[src/rtl/ldpc_pkg.sv]
// ldpc_pkg - shared helpers for the LDPC min-sum decoder datapath.
//   vnu_sum_width : internal two's-complement sum width for a variable node
//   sm_to_tc      : sign-magnitude -> two's complement (negative zero -> 0)
//   tc_to_sm_sat  : two's complement -> symmetric-saturated sign-magnitude
// Helpers work on 32-bit containers; callers size-cast to their own widths.
package ldpc_pkg;

    localparam int unsigned WIDE_W = 32;

    // Generic container for messages before they are cut to their final width.
    typedef logic signed [WIDE_W-1:0] wide_t;

    function automatic int unsigned max_u(input int unsigned a, input int unsigned b);
        return (a > b) ? a : b;
    endfunction

    // Wide enough for DV+1 terms of the larger operand without overflow,
    // plus one bit of headroom for the extrinsic subtraction.
    function automatic int unsigned vnu_sum_width(input int unsigned dv,
                                                  input int unsigned mw,
                                                  input int unsigned zw);
        return max_u(mw, zw + 1) + $clog2(dv + 1) + 1;
    endfunction

    // Magnitude arrives zero-extended; negating a zero magnitude yields 0,
    // so negative zero needs no special case.
    function automatic wide_t sm_to_tc(input logic sign, input logic [WIDE_W-1:0] mag);
        wide_t m;
        m = wide_t'(mag);
        return sign ? -m : m;
    endfunction

    // Clamp to +/-(2^(ow-1)-1) so the result is representable in sign-magnitude;
    // zero is emitted with the sign bit clear.
    function automatic logic [WIDE_W-1:0] tc_to_sm_sat(input wide_t v, input int unsigned ow);
        wide_t             lim;
        logic              s;
        logic [WIDE_W-1:0] mag;
        lim = (wide_t'(1) <<< (ow - 1)) - wide_t'(1);
        if (v < 0) begin
            s   = 1'b1;
            mag = (-v > lim) ? lim : -v;
        end else begin
            s   = 1'b0;
            mag = (v > lim) ? lim : v;
        end
        return (WIDE_W'(s) << (ow - 1)) | mag;
    endfunction

endpackage

[src/rtl/vnu_sat_sm.sv]
// vnu_sat_sm - combinational saturation and two's complement to
// sign-magnitude conversion for one extrinsic message.
// Ports:
//   val : SW-bit two's complement extrinsic value
//   sm  : OW-bit sign-magnitude result, MSB = sign, never negative zero
module vnu_sat_sm
    import ldpc_pkg::*;
#(
    parameter int unsigned SW = 9,
    parameter int unsigned OW = 6
) (
    input  logic [SW-1:0] val,
    output logic [OW-1:0] sm
);

    always_comb begin
        sm = OW'(tc_to_sm_sat(WIDE_W'(signed'(val)), OW));
    end

endmodule

[src/rtl/vnu_param.sv]
// vnu_param - parametrised variable node unit for the LDPC min-sum decoder.
// Two-stage valid-tracked pipeline: stage 1 converts the DV check messages to
// two's complement and forms the total LLR; stage 2 forms the extrinsic
// messages (total - own input), saturates them and encodes sign-magnitude.
// Optional build macro VNU_EDGE_MASK_EN adds a per-edge mask input.
// Ports:
//   clk           : rising-edge clock
//   rst_n         : asynchronous active-low reset
//   en            : pipeline advance; 0 holds every register
//   in_valid      : X/Z carry a valid update
//   X             : DV packed sign-magnitude messages, edge i at [i*MW +: MW]
//   Z             : ZW-bit two's complement intrinsic LLR
//   edge_mask     : (VNU_EDGE_MASK_EN only) 1 = edge inactive
//   out_valid     : Y/hard_decision valid
//   Y             : DV packed sign-magnitude extrinsics, edge i at [i*OW +: OW]
//   hard_decision : 1 when the total LLR is negative
module vnu_param
    import ldpc_pkg::*;
#(
    parameter int unsigned DV = 3,
    parameter int unsigned MW = 5,
    parameter int unsigned ZW = 5,
    parameter int unsigned OW = 6
) (
    input  logic             clk,
    input  logic             rst_n,
    input  logic             en,
    input  logic             in_valid,
    input  logic [DV*MW-1:0] X,
    input  logic [ZW-1:0]    Z,
`ifdef VNU_EDGE_MASK_EN
    input  logic [DV-1:0]    edge_mask,
`endif
    output logic             out_valid,
    output logic [DV*OW-1:0] Y,
    output logic             hard_decision
);

    localparam int unsigned SW = vnu_sum_width(DV, MW, ZW);

    logic [DV-1:0]          mask_s;
    logic [DV-1:0][SW-1:0]  x_tc_d;
    logic [SW-1:0]          total_d;

    logic                   v1;
    logic [DV-1:0]          mask_q;
    logic [DV-1:0][SW-1:0]  x_tc_q;
    logic [SW-1:0]          total_q;

    logic [DV-1:0][SW-1:0]  ext;
    logic [DV-1:0][OW-1:0]  ext_sm;
    logic [DV*OW-1:0]       y_d;

`ifdef VNU_EDGE_MASK_EN
    assign mask_s = edge_mask;
`else
    assign mask_s = '0;
`endif

    // Stage 1: masked edges enter the sum as 0 so the total excludes them.
    always_comb begin
        total_d = SW'(signed'(Z));
        for (int unsigned i = 0; i < DV; i++) begin
            if (mask_s[i]) begin
                x_tc_d[i] = '0;
            end else begin
                x_tc_d[i] = SW'(sm_to_tc(X[i*MW + MW - 1], WIDE_W'(X[i*MW +: MW-1])));
            end
            total_d = total_d + x_tc_d[i];
        end
    end

    // Stage 2: extrinsic = total minus this edge's own contribution.
    always_comb begin
        for (int unsigned i = 0; i < DV; i++) begin
            ext[i] = total_q - x_tc_q[i];
        end
    end

    for (genvar g = 0; g < DV; g++) begin : g_sat
        vnu_sat_sm #(
            .SW (SW),
            .OW (OW)
        ) u_sat (
            .val (ext[g]),
            .sm  (ext_sm[g])
        );
    end

    always_comb begin
        y_d = '0;
        for (int unsigned i = 0; i < DV; i++) begin
            y_d[i*OW +: OW] = mask_q[i] ? '0 : ext_sm[i];
        end
    end

    always_ff @(posedge clk or negedge rst_n) begin
        if (!rst_n) begin
            v1            <= 1'b0;
            mask_q        <= '0;
            x_tc_q        <= '0;
            total_q       <= '0;
            out_valid     <= 1'b0;
            Y             <= '0;
            hard_decision <= 1'b0;
        end else if (en) begin
            v1            <= in_valid;
            mask_q        <= mask_s;
            x_tc_q        <= x_tc_d;
            total_q       <= total_d;
            out_valid     <= v1;
            Y             <= y_d;
            hard_decision <= total_q[SW-1];
        end
    end

endmodule

[config.mk]
export PLATFORM = sky130hd
export DESIGN_NAME = vnu_param
export DESIGN_NICKNAME = d
export VERILOG_FILES = /design/src/rtl/ldpc_pkg.sv /design/src/rtl/vnu_sat_sm.sv /design/src/rtl/vnu_param.sv
export SDC_FILE = /design/constraint.sdc
export NUM_CORES = 1
export LEC_CHECK = 0
export BUFFER_PORTS_ARGS = -buffer_cell sky130_fd_sc_hd__buf_2
export CAP_MARGIN = 20
export CORE_MARGIN = 3
export CORE_UTILIZATION = 59
export DETAILED_ROUTE_END_ITERATION = 16
export PLACE_DENSITY = 0.79
export SKIP_LAST_GASP = 1
export SLEW_MARGIN = 40
export SYNTH_ARGS = -nofsm -noshare
export SYNTH_HDL_FRONTEND = slang
export SYNTH_SLANG_ARGS = --single-unit
[constraint.sdc]
create_clock -name clk -period 6.7 [get_ports clk]
set_input_delay 0 -clock clk [delete_from_list [all_inputs] [get_ports clk]]
set_output_delay 0 -clock clk [all_outputs]
set_load 0.02 [all_outputs]
After elaboration in Yosys (flattened, before gate mapping)
Cells that the tools add are included.
W data, S select, Z words.

operators by class
  bitwise gates (word level) = 3
  $lt $le $gt $ge = 9
  muxes and demuxes = 15
  $add $sub $neg = 12

operator list
  kind                   number
  $gt A32 B6 Y1 const B  3
  $neg A9 Y32            3
  $mux W6                9
  $add A9 B9 Y9          3
  $gt A9 B6 Y1 const B   3
  $lt A9 B1 Y1 const B   3
  $mux W9                3
  $neg A4 Y9             3
  $sub A9 B9 Y9          3
  $or A6 B6 Y6           3
  $mux W1                3

word-level totals
  word-level logic and storage cells = 47
  flip-flop bits (word level) = 57

Logic depth before layout (Yosys ltp)
  word-level depth = 6
  depth in mapped cells = 21
  gate-level depth less buffers = 20

Hierarchy
Synthesis repeated with hierarchy kept, for this count alone.

second synthesis, totals
  cells, all modules = 571
  area total of the unflattened synthesis = 5186.2 um2

modules (own cells, without submodules)
  module                           instances  area an instance (um2)  cells an instance
  vnu_param                        1          3816.2                  388
  vnu_sat_sm (g_sat[0].u_sat ...)  2          455.4                   60
  vnu_sat_sm (g_sat[2].u_sat)      1          459.2                   63

Worst setup path after synthesis
No wires, ideal clock.

  path kind = register to register
  from = reg total_q[0]
  to = reg Y[8]
  cell stages (with the launch flop) = 21
  clock period less this slack = 4748 ps
  data arrival time = 4624 ps
  setup slack = 1952 ps
  buffers on the path = 1
  required time = 6575 ps
  path through = dfrtp_1 > inv_1 > ha_1 > inv_1 > fa_1 > a211oi_2 > o31ai_1 > a2111oi_0 > or3_1 > xnor2_2 > and2_1 > buf_2 > nand3b_1 > ha_1 > or4_1 > nor3_1 > nand4bb_1 > or4_1 > a31o_2 > a2bb2oi_1 > mux2_2

between the ends
  cells in the longest elaborated chain, start to end = 6
  elaborated cells between the ends (all ways) = 9
  those cells by class = add/sub: 2; order compare: 3; mux: 3; bitwise: 1

ends and longest elaborated chain
  item                      RTL line          text
  start: declaration        vnu_param.sv:48   logic [SW-1:0] total_q;
  start signal: assignment  vnu_param.sv:110  total_q <= total_d;
  $sub A9 B9 Y9 (*)         vnu_param.sv:76   ext[i] = total_q - x_tc_q[i];
  $neg A9 Y32               ldpc_pkg.sv:42    mag = (-v > lim) ? lim : -v;
  $gt A32 B6 Y1             ldpc_pkg.sv:42
  $mux W6                   ldpc_pkg.sv:42
  $mux W6 (*)               ldpc_pkg.sv:40    if (v < 0) begin
  $or A6 B6 Y6 (*)          ldpc_pkg.sv:47    return (WIDE_W'(s) << (ow - 1)) | mag;
  end signal: assignment    vnu_param.sv:112  Y <= y_d;
  end: declaration          vnu_param.sv:35   output logic [DV*OW-1:0] Y,

Every way passes the cells marked *; elsewhere a longest branch is shown, timed or not.
A chain may end at the register's enable or synchronous reset.

Worst setup path after layout
Same ends and word-level chain as after synthesis.

==> qor.yml <==
sta:
  period_share_pct: 78.5
  drv_slew: 0
  slew_headroom_pct: 47.8
  worst_pin_slew_ps: 783
  setup_violations: 0
  fin_skew_ps: 8.96
  hold_viol_final: 0
  period_needed_ps: 5260
  rsz0062_at_grt: "false"
  fin_tns_setup_ps: 0
  fmax_mhz: 190
worst_setup_path:
  worstReg2RegStart: "total_q[0]$_DFFE_PN0P_"
  required_ps: 6900
  critPathBufInv: 2
  crit_path_end_kind: "flop"
  path_max_fanout: 12
  startpoint_type: "flop"
  worstPathCellList: "inv_1, ha_1, inv_1, fa_1, a211oi_2, o31ai_1, a2111oi_0, or3_1, xnor2_2, and2_1, nand3b_1, ha_1, or4_1, nor3_1, nand4bb_1, or4_1, a31o_2, a2bb2oi_1, mux2_2"
  path_class: "flop to flop"
  r2r_slack_ps: 1440
  reg2regPathDepth: 19
  rr_endpoint: "Y[8]$_DFFE_PN0P_"
  cpPeakStageDelay_ps: 530
  crit_family: "simple AND/OR/NAND/NOR gates"
  slowest_stage: "or4_1"
  arrival_ps: 5450
  crit_start: "total_q[0]$_DFFE_PN0P_"
cts:
  path_clk_slew_ps: 100
  ctsResizeCount: 0
  cts-root-buf: "clkbuf_8"
  clockBufferDepth: 2
  clk_latency_ps: 300
  htreeDepth: 2
  numCtsBuffers: 5
  cts_tree: "yes"
  clkSinkCount: 51
place:
  finalWeightedCongestion: 0.824
  dpl.hpwl_um: 8710
  place_inst: 706
  port_buffers: 43
grt:
  grt_max_degree: 80
  grt_usage_pct: 23.3
  grt_pass1_vias: 4110
  grt_pass1_wl_um: 18900
  antenna_found_initial: 0
  grt_overflow_total: 0
power_and_ir_drop:
  p_leak_nw: 2.49
  p_per_area_mw_per_mm2: 508
  ir_worst_vdd_v: 0.000292
logic_synthesis:
  yosysWarnings: 0
  synth_area_mm2: 0.00513
  synth_nets: 677
  yosysSeqAreaShare_pct: 24.9
  synth-seq-cells: 51
  synth_ff_type: "dfrtp_1"
  async_flop_share_pct: 100
  syn_area_per_cell_um2: 9.02
  synth_edf_count: 0
  synthCells: 569
  ys_types: 72
cells_and_area:
  diodes: 0
  drive_above_1_share_pct: 13.3
  syn_to_final_growth_pct: 8.36
  nets: 718
  layout.cells.non_filler: 714
route:
  met2_length_um: 5580
  drtPass1Iterations: 4
  drc: 0
  via_per_inst: 5.91
  wirelength_um: 11200
  wl_met3_um: 429
  wl_met1_um: 4950
  topRoutingLayerUsed: "met4"
  drt.antenna.violating_nets: 0
  via_count: 4218
  wl_per_cell_um: 15.7
  drt_iter0_drc: 190
min_path:
  min_to: "x_tc_q[18]$_DFFE_PN0P_"
  hold_class: "input pin to flop"
  worstHoldStart: "X[10]"
  hold_depth: 2
floorplanning:
  io_pins: 44
  num_rows: 33
  dieArea_mm2: 0.00985
  die_h_um: 99.3
  start_util_pct: 61.5
  die_x_um: 99.3
  core-area_mm2: 0.00834
outcome:
  status: "complete, no violations"
run:
  maxCapViolCount: 0
[final cells by class]
type	instances	area [µm²]
clock buffers	6	72.6
fillers	705	2780
inverters	66	248
multi-input cells	439	3580
flip-flops and latches	51	1280
well taps	105	131
repair buffers	47	250
[sequential cells by signal (all words and copies together) (netlist names)]
name           count
total_q            9
out_valid          1
hard_decision      1
Y                 18
v1                 1
x_tc_q            21
[how the worst max path moves through the flow]
stage | endpoint | slack, ps | depth (start not counted)
4_1_cts | Y[8]$_DFFE_PN0P_ | 1450 | 19
5_1_grt | Y[8]$_DFFE_PN0P_ | 1010 | 19
3_5_place_dp | Y[8]$_DFFE_PN0P_ | 1460 | 19
6_report | Y[8]$_DFFE_PN0P_ | 1440 | 19
2_1_floorplan | Y[8]$_DFFE_PN0P_ | 1950 | 20
3_3_place_gp | Y[8]$_DFFE_PN0P_ | 1720 | 19
[kinds of logic after synthesis]
kind of cell,synth area share [%]
simple gates,17.6
fa+ha+maj,23.1
buf+inv,5.83
mux,4.49
flops,24.9
compound gates,17.7
xor+xnor,6.41
[layout by cell type, fill, tap and decap left out, types with 4 or more instances in the layout]
cell       n
dfrtp_1   51
ha_1      66
o21a_1     5
or2_1      5
nand3b_1   5
o21ai_1    4
a21oi_1   26
mux2_2    13
buf_2     43
mux2i_1    7
o21ai_0   27
fa_1      18
nor2_1    31
inv_1     66
o31a_1     8
a21o_1    10
nor4_1     4
clkbuf_8   5
nand4_1    6
nor2b_1   11
nand2_1   44
nor3_1    21
nand2b_1   6
xor2_1    10
xnor2_1   20
nand3_1   16
[timing repair]
action / CTS / global route
hold buffers: 2 / 0
hold endpoints to repair: 52 / 0
buffers inserted: 0 / 0
[metal layers]
metal	GRT usage [%]	vias to the layer above
met5	0	-
met4	6.72	0
met3	2.95	16
met2	41.2	87
met1	29.9	2010
li1	-	2105
[power by group]
part           internal [mW]  switching [mW]
Sequential             0.399          0.0850
Clock                 0.0701          0.0999
Combinational          0.914            1.26
[cell usage after synthesis (3+ instances only)]
cell / instances / area share (%)
o21a_1: 5 / 0.73
o21ai_0: 27 / 2.6
fa_1: 18 / 7.0
nand2_1: 44 / 3.2
nand3_1: 16 / 1.6
a21o_1: 10 / 1.5
a211oi_1: 3 / 0.44
o221ai_1: 3 / 0.51
or3_1: 3 / 0.37
o2111ai_1: 3 / 0.51
nor3_1: 21 / 2.0
or4_1: 3 / 0.44
a21oi_1: 26 / 2.5
mux2_2: 13 / 2.9
o21ai_1: 4 / 0.39
xor2_1: 10 / 1.7
a21boi_0: 3 / 0.44
nand4_1: 6 / 0.73
xnor2_1: 22 / 3.8
or2_1: 5 / 0.61
clkbuf_1: 11 / 0.80
a2111oi_0: 3 / 0.51
dfrtp_1: 51 / 25
nand3b_1: 5 / 0.73
nor2b_1: 11 / 1.3
nor4b_1: 3 / 0.51
inv_1: 66 / 4.8
mux2i_1: 7 / 1.4
nor4_1: 4 / 0.49
o31a_1: 8 / 1.4
nand2b_1: 6 / 0.73
o211ai_1: 3 / 0.44
nor2_1: 31 / 2.3
ha_1: 66 / 16
[stage by stage]
| step | util (%) | hold slack, ps | total power, mW | area (µm²) | worst slack (ps) |
|---|---|---|---|---|---|
| after floorplan | - | -296 | 2.16 | 5130 | 1950 |
| after global placement | 65.3 | 149 | 2.52 | 5450 | 1720 |
| after detailed placement | 65.6 | 159 | 2.64 | 5470 | 1460 |
| after CTS | 66.7 | 14.2 | 2.83 | 5560 | 1450 |
| after global routing | 66.7 | 24.6 | 3.13 | 5560 | 1010 |
| final | 66.7 | 17.6 | 2.82 | 5560 | 1440 |
Power figures use the tool's default switching activity.
